$ cat config.mk
export PLATFORM = sky130hd
export DESIGN_NAME = imm_decode_stage_flat
export DESIGN_NICKNAME = d
export VERILOG_FILES = /design/src/rtl/imm_decode_stage_pkg.sv /design/src/rtl/imm_decode_stage_if.sv /design/src/rtl/imm_decode_stage_extract.sv /design/src/rtl/imm_decode_stage.sv /design/src/flat_wrapper.sv
export SDC_FILE = /design/constraint.sdc
export NUM_CORES = 1
export LEC_CHECK = 0
export ABC_AREA = 1
export ABC_CLOCK_PERIOD_IN_PS = 3250
export BUFFER_PORTS_ARGS = -buffer_cell sky130_fd_sc_hd__buf_4
export CAP_MARGIN = 5
export CORE_ASPECT_RATIO = 2
export CORE_UTILIZATION = 35
export CTS_CLUSTER_DIAMETER = 50
export CTS_CLUSTER_SIZE = 24
export DETAILED_ROUTE_END_ITERATION = 6
export SLEW_MARGIN = 40
export SYNTH_ARGS = -nofsm -noshare
export SYNTH_HDL_FRONTEND = slang
export SYNTH_HIERARCHICAL = 1
export SYNTH_SLANG_ARGS = --single-unit
$ cat constraint.sdc
create_clock -name clk -period 3.25 [get_ports clk]
set_clock_uncertainty 0.2 [all_clocks]
set_input_delay 0.4875 -clock clk [delete_from_list [all_inputs] [get_ports clk]]
set_output_delay 0.4875 -clock clk [all_outputs]
set_load 0.005 [all_outputs]
$ cat src/rtl/imm_decode_stage_pkg.sv
// Shared opcodes, immediate-format codes and XLEN legality for the immediate-decode stage.
// Combinational definitions only; no latency or flow control here.
package imm_pkg;

    localparam logic [6:0] OP_LOAD   = 7'b0000011;
    localparam logic [6:0] OP_IMM    = 7'b0010011;
    localparam logic [6:0] OP_AUIPC  = 7'b0010111;
    localparam logic [6:0] OP_IMM32  = 7'b0011011;
    localparam logic [6:0] OP_STORE  = 7'b0100011;
    localparam logic [6:0] OP_LUI    = 7'b0110111;
    localparam logic [6:0] OP_BRANCH = 7'b1100011;
    localparam logic [6:0] OP_JALR   = 7'b1100111;
    localparam logic [6:0] OP_JAL    = 7'b1101111;
    localparam logic [6:0] OP_SYSTEM = 7'b1110011;

    typedef enum logic [2:0] {
        FMT_NONE = 3'd0,
        FMT_I    = 3'd1,
        FMT_S    = 3'd2,
        FMT_B    = 3'd3,
        FMT_U    = 3'd4,
        FMT_J    = 3'd5,
        FMT_SH   = 3'd6,
        FMT_Z    = 3'd7
    } fmt_e;

    function automatic bit xlen_legal(int unsigned xlen);
        return (xlen == 32) || (xlen == 64);
    endfunction

endpackage

$ cat src/rtl/imm_decode_stage_if.sv
// Upstream/downstream valid-ready bundle of the immediate-decode stage.
// master = testbench/neighbour side, slave = the stage itself.
interface imm_decode_stage_if
    import imm_pkg::*;
#(
    parameter int XLEN = 32
);
    logic            in_valid;
    logic            in_ready;
    logic [31:0]     in_inst;
    logic            out_valid;
    logic            out_ready;
    logic [31:0]     out_inst;
    logic [XLEN-1:0] out_imm;
    fmt_e            out_fmt;

    modport master (
        output in_valid, in_inst, out_ready,
        input  in_ready, out_valid, out_inst, out_imm, out_fmt
    );

    modport slave (
        input  in_valid, in_inst, out_ready,
        output in_ready, out_valid, out_inst, out_imm, out_fmt
    );
endinterface

$ cat src/rtl/imm_decode_stage_extract.sv
// Combinational RV32/RV64 immediate extractor (zero latency, no flow control).
// IMM_DECODE_ZIMM_EN adds the CSR*I zimm format; otherwise those decode as NONE.
module imm_extract
    import imm_pkg::*;
#(
    parameter int XLEN = 32
) (
    input  logic [31:0]     inst_i,
    output logic [XLEN-1:0] imm_o,
    output fmt_e            fmt_o
);
    localparam bit IS64 = (XLEN == 64);

    logic [6:0] op;
    logic [2:0] f3;

    assign op = inst_i[6:0];
    assign f3 = inst_i[14:12];

    // Size casts of signed operands sign-extend straight to XLEN (U is extended from bit 31).
    always_comb begin
        fmt_o = FMT_NONE;
        imm_o = '0;
        case (op)
            OP_IMM: begin
                if (f3 == 3'b001 || f3 == 3'b101) begin
                    fmt_o = FMT_SH;
                    imm_o = IS64 ? XLEN'(inst_i[25:20]) : XLEN'(inst_i[24:20]);
                end else begin
                    fmt_o = FMT_I;
                    imm_o = XLEN'($signed(inst_i[31:20]));
                end
            end
            OP_LOAD, OP_JALR: begin
                fmt_o = FMT_I;
                imm_o = XLEN'($signed(inst_i[31:20]));
            end
            OP_IMM32: begin
                if (IS64 && f3 == 3'b000) begin
                    fmt_o = FMT_I;
                    imm_o = XLEN'($signed(inst_i[31:20]));
                end else if (IS64 && (f3 == 3'b001 || f3 == 3'b101)) begin
                    fmt_o = FMT_SH;
                    imm_o = XLEN'(inst_i[24:20]);
                end
            end
            OP_STORE: begin
                fmt_o = FMT_S;
                imm_o = XLEN'($signed({inst_i[31:25], inst_i[11:7]}));
            end
            OP_BRANCH: begin
                fmt_o = FMT_B;
                imm_o = XLEN'($signed({inst_i[31], inst_i[7], inst_i[30:25],
                                       inst_i[11:8], 1'b0}));
            end
            OP_LUI, OP_AUIPC: begin
                fmt_o = FMT_U;
                imm_o = XLEN'($signed({inst_i[31:12], 12'b0}));
            end
            OP_JAL: begin
                fmt_o = FMT_J;
                imm_o = XLEN'($signed({inst_i[31], inst_i[19:12], inst_i[20],
                                       inst_i[30:21], 1'b0}));
            end
`ifdef IMM_DECODE_ZIMM_EN
            OP_SYSTEM: begin
                if (f3[2]) begin
                    fmt_o = FMT_Z;
                    imm_o = XLEN'(inst_i[19:15]);
                end
            end
`endif
            default: begin
                fmt_o = FMT_NONE;
                imm_o = '0;
            end
        endcase
    end
endmodule

$ cat src/rtl/imm_decode_stage.sv
// Registered immediate-decode stage: 1-cycle latency, main + skid entry; in_ready = !skid_valid (registered).
// Backpressure holds outputs stable; flush drops everything held. IMM_DECODE_ZIMM_EN selects zimm decode.
module imm_decode_stage
    import imm_pkg::*;
#(
    parameter int XLEN      = 32,
    parameter bit PASS_INST = 1'b1
) (
    input  logic               clk,
    input  logic               rst_n,
    input  logic               flush,
    imm_decode_stage_if.slave  bus
);
    if (!xlen_legal(XLEN)) begin : g_bad_xlen
        $error("imm_decode_stage: XLEN must be 32 or 64");
    end

    typedef struct packed {
        logic [31:0]     inst;
        logic [XLEN-1:0] imm;
        fmt_e            fmt;
    } entry_t;

    entry_t          in_ent;
    entry_t          main_q, main_d;
    entry_t          skid_q, skid_d;
    logic            main_vld_q, main_vld_d;
    logic            skid_vld_q, skid_vld_d;
    logic [XLEN-1:0] dec_imm;
    fmt_e            dec_fmt;
    logic            accept;
    logic            drain;

    imm_extract #(.XLEN(XLEN)) u_extract (
        .inst_i (bus.in_inst),
        .imm_o  (dec_imm),
        .fmt_o  (dec_fmt)
    );

    assign in_ent.inst = PASS_INST ? bus.in_inst : 32'd0;
    assign in_ent.imm  = dec_imm;
    assign in_ent.fmt  = dec_fmt;

    assign accept = bus.in_valid & ~skid_vld_q;
    assign drain  = main_vld_q & bus.out_ready;

    always_comb begin
        main_d     = main_q;
        skid_d     = skid_q;
        main_vld_d = main_vld_q;
        skid_vld_d = skid_vld_q;
        if (flush) begin
            main_vld_d = 1'b0;
            skid_vld_d = 1'b0;
        end else if (!main_vld_q || drain) begin
            // Main is free this edge: the older skid entry has priority over a new beat.
            if (skid_vld_q) begin
                main_d     = skid_q;
                main_vld_d = 1'b1;
                skid_vld_d = 1'b0;
            end else begin
                main_vld_d = accept;
                if (accept) begin
                    main_d = in_ent;
                end
            end
        end else if (accept) begin
            skid_d     = in_ent;
            skid_vld_d = 1'b1;
        end
    end

    always_ff @(posedge clk) begin
        if (!rst_n) begin
            main_q     <= '0;
            skid_q     <= '0;
            main_vld_q <= 1'b0;
            skid_vld_q <= 1'b0;
        end else begin
            main_q     <= main_d;
            skid_q     <= skid_d;
            main_vld_q <= main_vld_d;
            skid_vld_q <= skid_vld_d;
        end
    end

    assign bus.in_ready  = ~skid_vld_q;
    assign bus.out_valid = main_vld_q;
    assign bus.out_inst  = main_q.inst;
    assign bus.out_imm   = main_q.imm;
    assign bus.out_fmt   = main_q.fmt;
endmodule

$ cat src/flat_wrapper.sv
// flat-port wrapper written by rule: the top's interface ports become plain ports
module imm_decode_stage_flat import imm_pkg::*;
#(
    parameter int XLEN      = 32,
    parameter bit PASS_INST = 1'b1
)
  (clk, rst_n, flush, bus_in_valid, bus_in_inst, bus_out_ready, bus_in_ready, bus_out_valid, bus_out_inst, bus_out_imm, bus_out_fmt);
  imm_decode_stage_if #(.XLEN(XLEN)) bus_i ();
  input  logic clk;
  input  logic rst_n;
  input  logic flush;
  input wire logic [$bits(bus_i.in_valid)-1:0] bus_in_valid;
  input wire logic [$bits(bus_i.in_inst)-1:0] bus_in_inst;
  input wire logic [$bits(bus_i.out_ready)-1:0] bus_out_ready;
  output wire logic [$bits(bus_i.in_ready)-1:0] bus_in_ready;
  output wire logic [$bits(bus_i.out_valid)-1:0] bus_out_valid;
  output wire logic [$bits(bus_i.out_inst)-1:0] bus_out_inst;
  output wire logic [$bits(bus_i.out_imm)-1:0] bus_out_imm;
  output wire logic [$bits(bus_i.out_fmt)-1:0] bus_out_fmt;
  assign bus_i.in_valid = bus_in_valid;
  assign bus_i.in_inst = bus_in_inst;
  assign bus_i.out_ready = bus_out_ready;
  assign bus_in_ready = bus_i.in_ready;
  assign bus_out_valid = bus_i.out_valid;
  assign bus_out_inst = bus_i.out_inst;
  assign bus_out_imm = bus_i.out_imm;
  assign bus_out_fmt = bus_i.out_fmt;
  imm_decode_stage #(.XLEN(XLEN), .PASS_INST(PASS_INST)) u_core (.clk(clk), .rst_n(rst_n), .flush(flush), .bus(bus_i));
endmodule
==> flow_summary.toml, run 1 <==
[synth]
synth_nets = 1286
ys_ff_latch = 136
avgSynthCellArea_um2 = 5.92
yosysWarnings = 6
syn_inst = 1249
ys_types = 21
synth_area_um2 = 7400
yosysSeqAreaShare_pct = 36.8

[detailed_routing]
drtIter0Drc = 383
via_count = 7419
drc_errors = 0
dr.pass1.iters = 5
viasPerCell = 4.67
wirelength_um = 21100
drtAntennaViolNets = 0
wl_per_cell_um = 13.3

[final_layout]
seq_area_um2 = 2730
area_growth_pct = 19.8
layout-drive-gt1-share_pct = 12.9
fillers = 2253
stdcell_count = 1590
multi_input_area_um2 = 3660
nets = 1348
insertedDiodeCount = 0

[grt]
grt_max_degree = 83
grt-ovfl-total = 0
grt_pass1_vias = 6998
grt_usage_pct = 20.2
grt_pass1_wl_um = 35000
antenna_found_initial = 0

[floorplan]
start_util_pct = 36.0
core_um2 = 20600
die-area_um2 = 21800
die_w_um = 105
die_y_um = 208
ioPinCount = 106
num_rows = 74

[timing]
finalCritPeriodShare_pct = 63.8
finalHoldViolCount = 0
relSlewSlack_pct = 44.4
rsz0062_at_grt = "false"
tightest_slew_ps = 834
slew_viol_final = 0
clock.fmax_ghz = 0.483
setup_tns_ps = 0
setup_viol = 0
period_needed_ps = 2070
hold_slack_ps = 187

[power_and_ir_drop]
p_per_area_nw_per_um2 = 490
p_total_w = 0.00434
peakVddDrop_v = 0.000276
leakage_nw = 4.43

[setup_path]
worstPathArrival_ps = 2240
crit_type = "input pin to register"
crit_chain = "buf_4 -> inv_1 -> nand2_1 -> nor2_4 -> nand2_1 -> nand2_1 -> nand2_1 -> nand3b_1 -> inv_1 -> o21ai_0 -> nor2_1 -> nor2_1"
start_kind = "input pin"
cp-end-kind = "register"
cp_common_cell = "nand2_1"
cp.required_ps = 3420
critical-path-slowest-cell = "nand2_1"
critPathMaxFanout = 18
worst_path_largest_cell_delay_ps = 370

[clock_network]
cts_made_buffers = 17
clk_pin_slew_ps = 60
cts-root-buf = "clkbuf_16"
cts_tree = "built"
clock_sinks = 136
post-cts-setup-buffers = 0
cts_max_path_buffers = 2
clk_latency_ps = 430
h-tree-depth = 4
holdBufCountCts = 0
cts.repair.resized = 0

[placed_design]
io_buffers = 105
place.gp.congestion = 0.867
dp.cells = 1558
dp_hpwl_um = 14000

[outcome]
outcome = "finished clean"

[job]
cap_violations = 0

[worst_hold_path]
hold_path_class = "input pin to register"
-- registers in the layout (all words and copies together), names as in the netlist --
| signal | count |
|---|---|
| u_core/bus.out_fmt | 3 |
| u_core/bus.out_valid | 1 |
| u_core/skid_q | 67 |
| u_core/bus.out_inst | 32 |
| u_core/skid_vld_q | 1 |
| u_core/bus.out_imm | 32 |
-- stage by stage --
step                      setup WS [ps]  util (%)  instance area [um2]
after global routing                906      43.1                 8860
after detailed placement            760      40.1                 8240
after floorplan                    1410         -                 7400
after global placement              751      40.1                 8240
final                              1180      43.1                 8860
after CTS                          1210      43.1                 8860
-- worst max-delay path, delay by kind of cell --
kind                   cells  cell delay [ps]
AND/OR/NAND/NOR            8             1290
AO/OA/AOI/OAI              1              200
buffers and inverters      3              250
-- layer usage --
layer	vias to the layer above	routed length [um]	GRT usage (%)
li1	3865	-	-
met3	34	810	2.26
met4	0	618	10.3
met2	192	11200	37.6
met5	-	0	0
met1	3328	8530	22.3
-- final cells by class --
class                      instances  share of cell area, %
clock buffer                      21                   5.08
clock inverter                    11                   1.95
inverter                         158                   6.69
multi-input combinational        880                   41.3
sequential                       136                   30.8
tap                              266                   3.76
timing repair buffer             118                   10.4
-- cell usage in the layout, fill, tap and decap left out, drive strengths merged --
| master | n |
|---|---|
| a21oi | 6 |
| buf | 118 |
| bufinv | 4 |
| clkbuf | 21 |
| clkinv | 3 |
| clkinvlp | 4 |
| dfxtp | 136 |
| inv | 158 |
| nand2 | 345 |
| nand3 | 120 |
| nand3b | 4 |
| nand4 | 1 |
| nor2 | 332 |
| o211ai | 1 |
| o21ai | 71 |
-- cell families (layout without fill, tap and decap cells) --
kind of cell           count (synthesis)  count (layout)  synth area share [%]
DFF                                  136             136                  36.8
AOI/OAI and AO/OA                     78              78                  5.31
and+or+nand+nor                      802             802                  43.9
buffers and inverters                233             308                  14.0
-- cells in the mapped netlist --
library cell | n | area share (%)
a21oi_1 | 6 | 0.41
buf_1 | 9 | 0.46
buf_2 | 34 | 2.3
buf_4 | 5 | 0.51
buf_6 | 13 | 2.0
clkbuf_1 | 14 | 0.71
dfxtp_1 | 136 | 37
inv_1 | 155 | 7.9
inv_2 | 3 | 0.15
nand2_1 | 337 | 17
nand2_2 | 8 | 0.68
nand3_1 | 118 | 8.0
nand3_2 | 2 | 0.27
nand3b_1 | 4 | 0.41
nand4_1 | 1 | 0.085
nor2_1 | 322 | 16
nor2_2 | 7 | 0.59
nor2_4 | 3 | 0.46
o211ai_1 | 1 | 0.10
o21ai_0 | 70 | 4.7
o21ai_1 | 1 | 0.068
-- final timing paths --
path	from	endpoint	slack, ps	cells after the start
hold / removal	flush	u_core/bus.out_valid	190	4
hold reg to reg	u_core/skid_q[10]	u_core/skid_q[10]	280	2
setup / recovery	bus_in_inst[3]	u_core/bus.out_imm[3]	1180	12
setup reg to reg	u_core/bus.out_valid	u_core/skid_q[3]	1360	6
-- where the power goes --
group | internal [W] | switching, W | leakage [nW] | total (W)
registers | 0.00174 | 0.0000390 | 1.11 | 0.00178
logic | 0.000198 | 0.000300 | 3.03 | 0.000497
clock network | 0.00131 | 0.000766 | 0.289 | 0.00207
Note: power is estimated with default switching activity, not from simulation.
==> run 2: changes to the inputs <==
Settings changed: ABC_CLOCK_PERIOD_IN_PS 3250 to 2050.
Clock period 3.25 ns to 2.05 ns, I/O delays scaled along.
==> flow_summary.toml, run 2 (same netlist as run 1, synthesis figures left out) <==
[grt]
grt_usage_pct = 20.3
antenna_found_initial = 0
grt_pass1_vias = 7123
grt_pass1_wl_um = 35300
grt_max_degree = 69
grt-ovfl-total = 0

[detailed_routing]
dr.pass1.iters = 5
drtAntennaViolNets = 0
drc_errors = 0
wl_per_cell_um = 13.0
drtIter0Drc = 376
wirelength_um = 21300
viasPerCell = 4.64
via_count = 7584

[setup_path]
cp.required_ps = 2170
r2r_slack_ps = 340
start_kind = "input pin"
critPathMaxFanout = 26
crit_type = "input pin to register"
cp-end-kind = "register"
reg2regPathDepth = 6
worstPathArrival_ps = 1950
r2r_end = "u_core/bus.out_inst[17]"
reg2reg_from = "u_core/skid_vld_q"

[timing]
tightest_slew_ps = 430
clock.fmax_ghz = 0.547
relSlewSlack_pct = 71.0
slew_viol_final = 0
finalHoldViolCount = 0
rsz0062_at_grt = "false"
finalCritPeriodShare_pct = 89.2
setup_viol = 0
period_needed_ps = 1830

[floorplan]
ioPinCount = 106
start_util_pct = 36.0
die_w_um = 105
die_y_um = 208
core_um2 = 20600
die-area_um2 = 21800
num_rows = 74

[placed_design]
dp.cells = 1602
io_buffers = 105
dp_hpwl_um = 14700
place.gp.congestion = 0.947

[worst_hold_path]
whs_endpoint = "u_core/skid_q[43]"
hold_start = "bus_in_inst[8]"
hold_path_class = "input pin to register"
hold_depth = 5

[clock_network]
post-cts-setup-buffers = 0
cts_tree = "built"
holdBufCountCts = 1
cts_made_buffers = 17
clk_pin_slew_ps = 60
h-tree-depth = 4
cts_max_path_buffers = 2
cts-root-buf = "clkbuf_16"
clk_latency_ps = 430
cts.repair.resized = 0
clock_sinks = 136

[final_layout]
layout-drive-gt1-share_pct = 15.7
insertedDiodeCount = 0
largest_reg_flops = 67
final_common_cell = "nand2_1"
utilization_pct = 45.1
stdcell_count = 1635
nets = 1393
regMostFlops = "u_core/skid_q"
area_growth_pct = 25.4
layout_common_cells = "nand2_1, nor2_1, inv_1"

[power_and_ir_drop]
p_per_area_nw_per_um2 = 740
leakage_nw = 4.68
peakVddDrop_v = 0.000455
p_total_w = 0.00686

[job]
cap_violations = 0

[outcome]
outcome = "finished clean"
[run 2: per-layer routing]
metal / vias to the layer above / share of wire, % / GRT usage, %
li1: 3960 / - / -
met1: 3384 / 40 / 21.8
met2: 199 / 52 / 37.4
met3: 41 / 4.0 / 3.17
met4: 0 / 4.0 / 10.9
met5: - / 0 / 0
[run 2: metrics by stage]
stage                     hold WS (ps)  TNS (ps)  area (um2)  setup slack (ps)
after floorplan                    254         0        7400               393
after detailed placement           272      -424        8660              -133
final                             35.5         0        9280               222
after CTS                         22.5         0        9280               195
after global routing              53.1         0        9280               114
after global placement             262      -392        8660              -120
[run 2: worst max-delay path by stage]
| stage | startpoint | to | slack [ps] | cells past startpoint |
|---|---|---|---|---|
| finish | flush | u_core/bus.out_inst[17] | 220 | 7 |
| global route | flush | u_core/bus.out_inst[29] | 110 | 8 |
| CTS | flush | u_core/bus.out_inst[17] | 200 | 7 |
| detailed placement | bus_in_inst[6] | u_core/bus.out_imm[5] | -130 | 13 |
| global placement | bus_in_inst[4] | u_core/bus.out_imm[27] | -120 | 12 |
| floorplan | bus_in_inst[6] | u_core/bus.out_imm[12] | 390 | 12 |
[run 2: worst max-delay path: stages]
cell and delay, ps:
dlygate4sd3_1 540, buf_4 150, inv_2 100, nand3_4 320
buf_4 310, nor2_1 160, nor2_1 70
[run 2: final cells by class]
class / count / area [um2]
inverters: 158 / 593
repair buffers: 163 / 1350
flip-flops and latches: 136 / 2730
clock buffers: 22 / 464
clock inverters: 10 / 144
multi-input cells: 880 / 3660
well taps: 266 / 333
fillers: 2246 / 11300
[run 2: where the power goes]
part / internal, W / switching (W)
clock network: 0.00198 / 0.00122
registers: 0.00275 / 0.0000634
logic: 0.000356 / 0.000484
total: 0.00509 / 0.00177
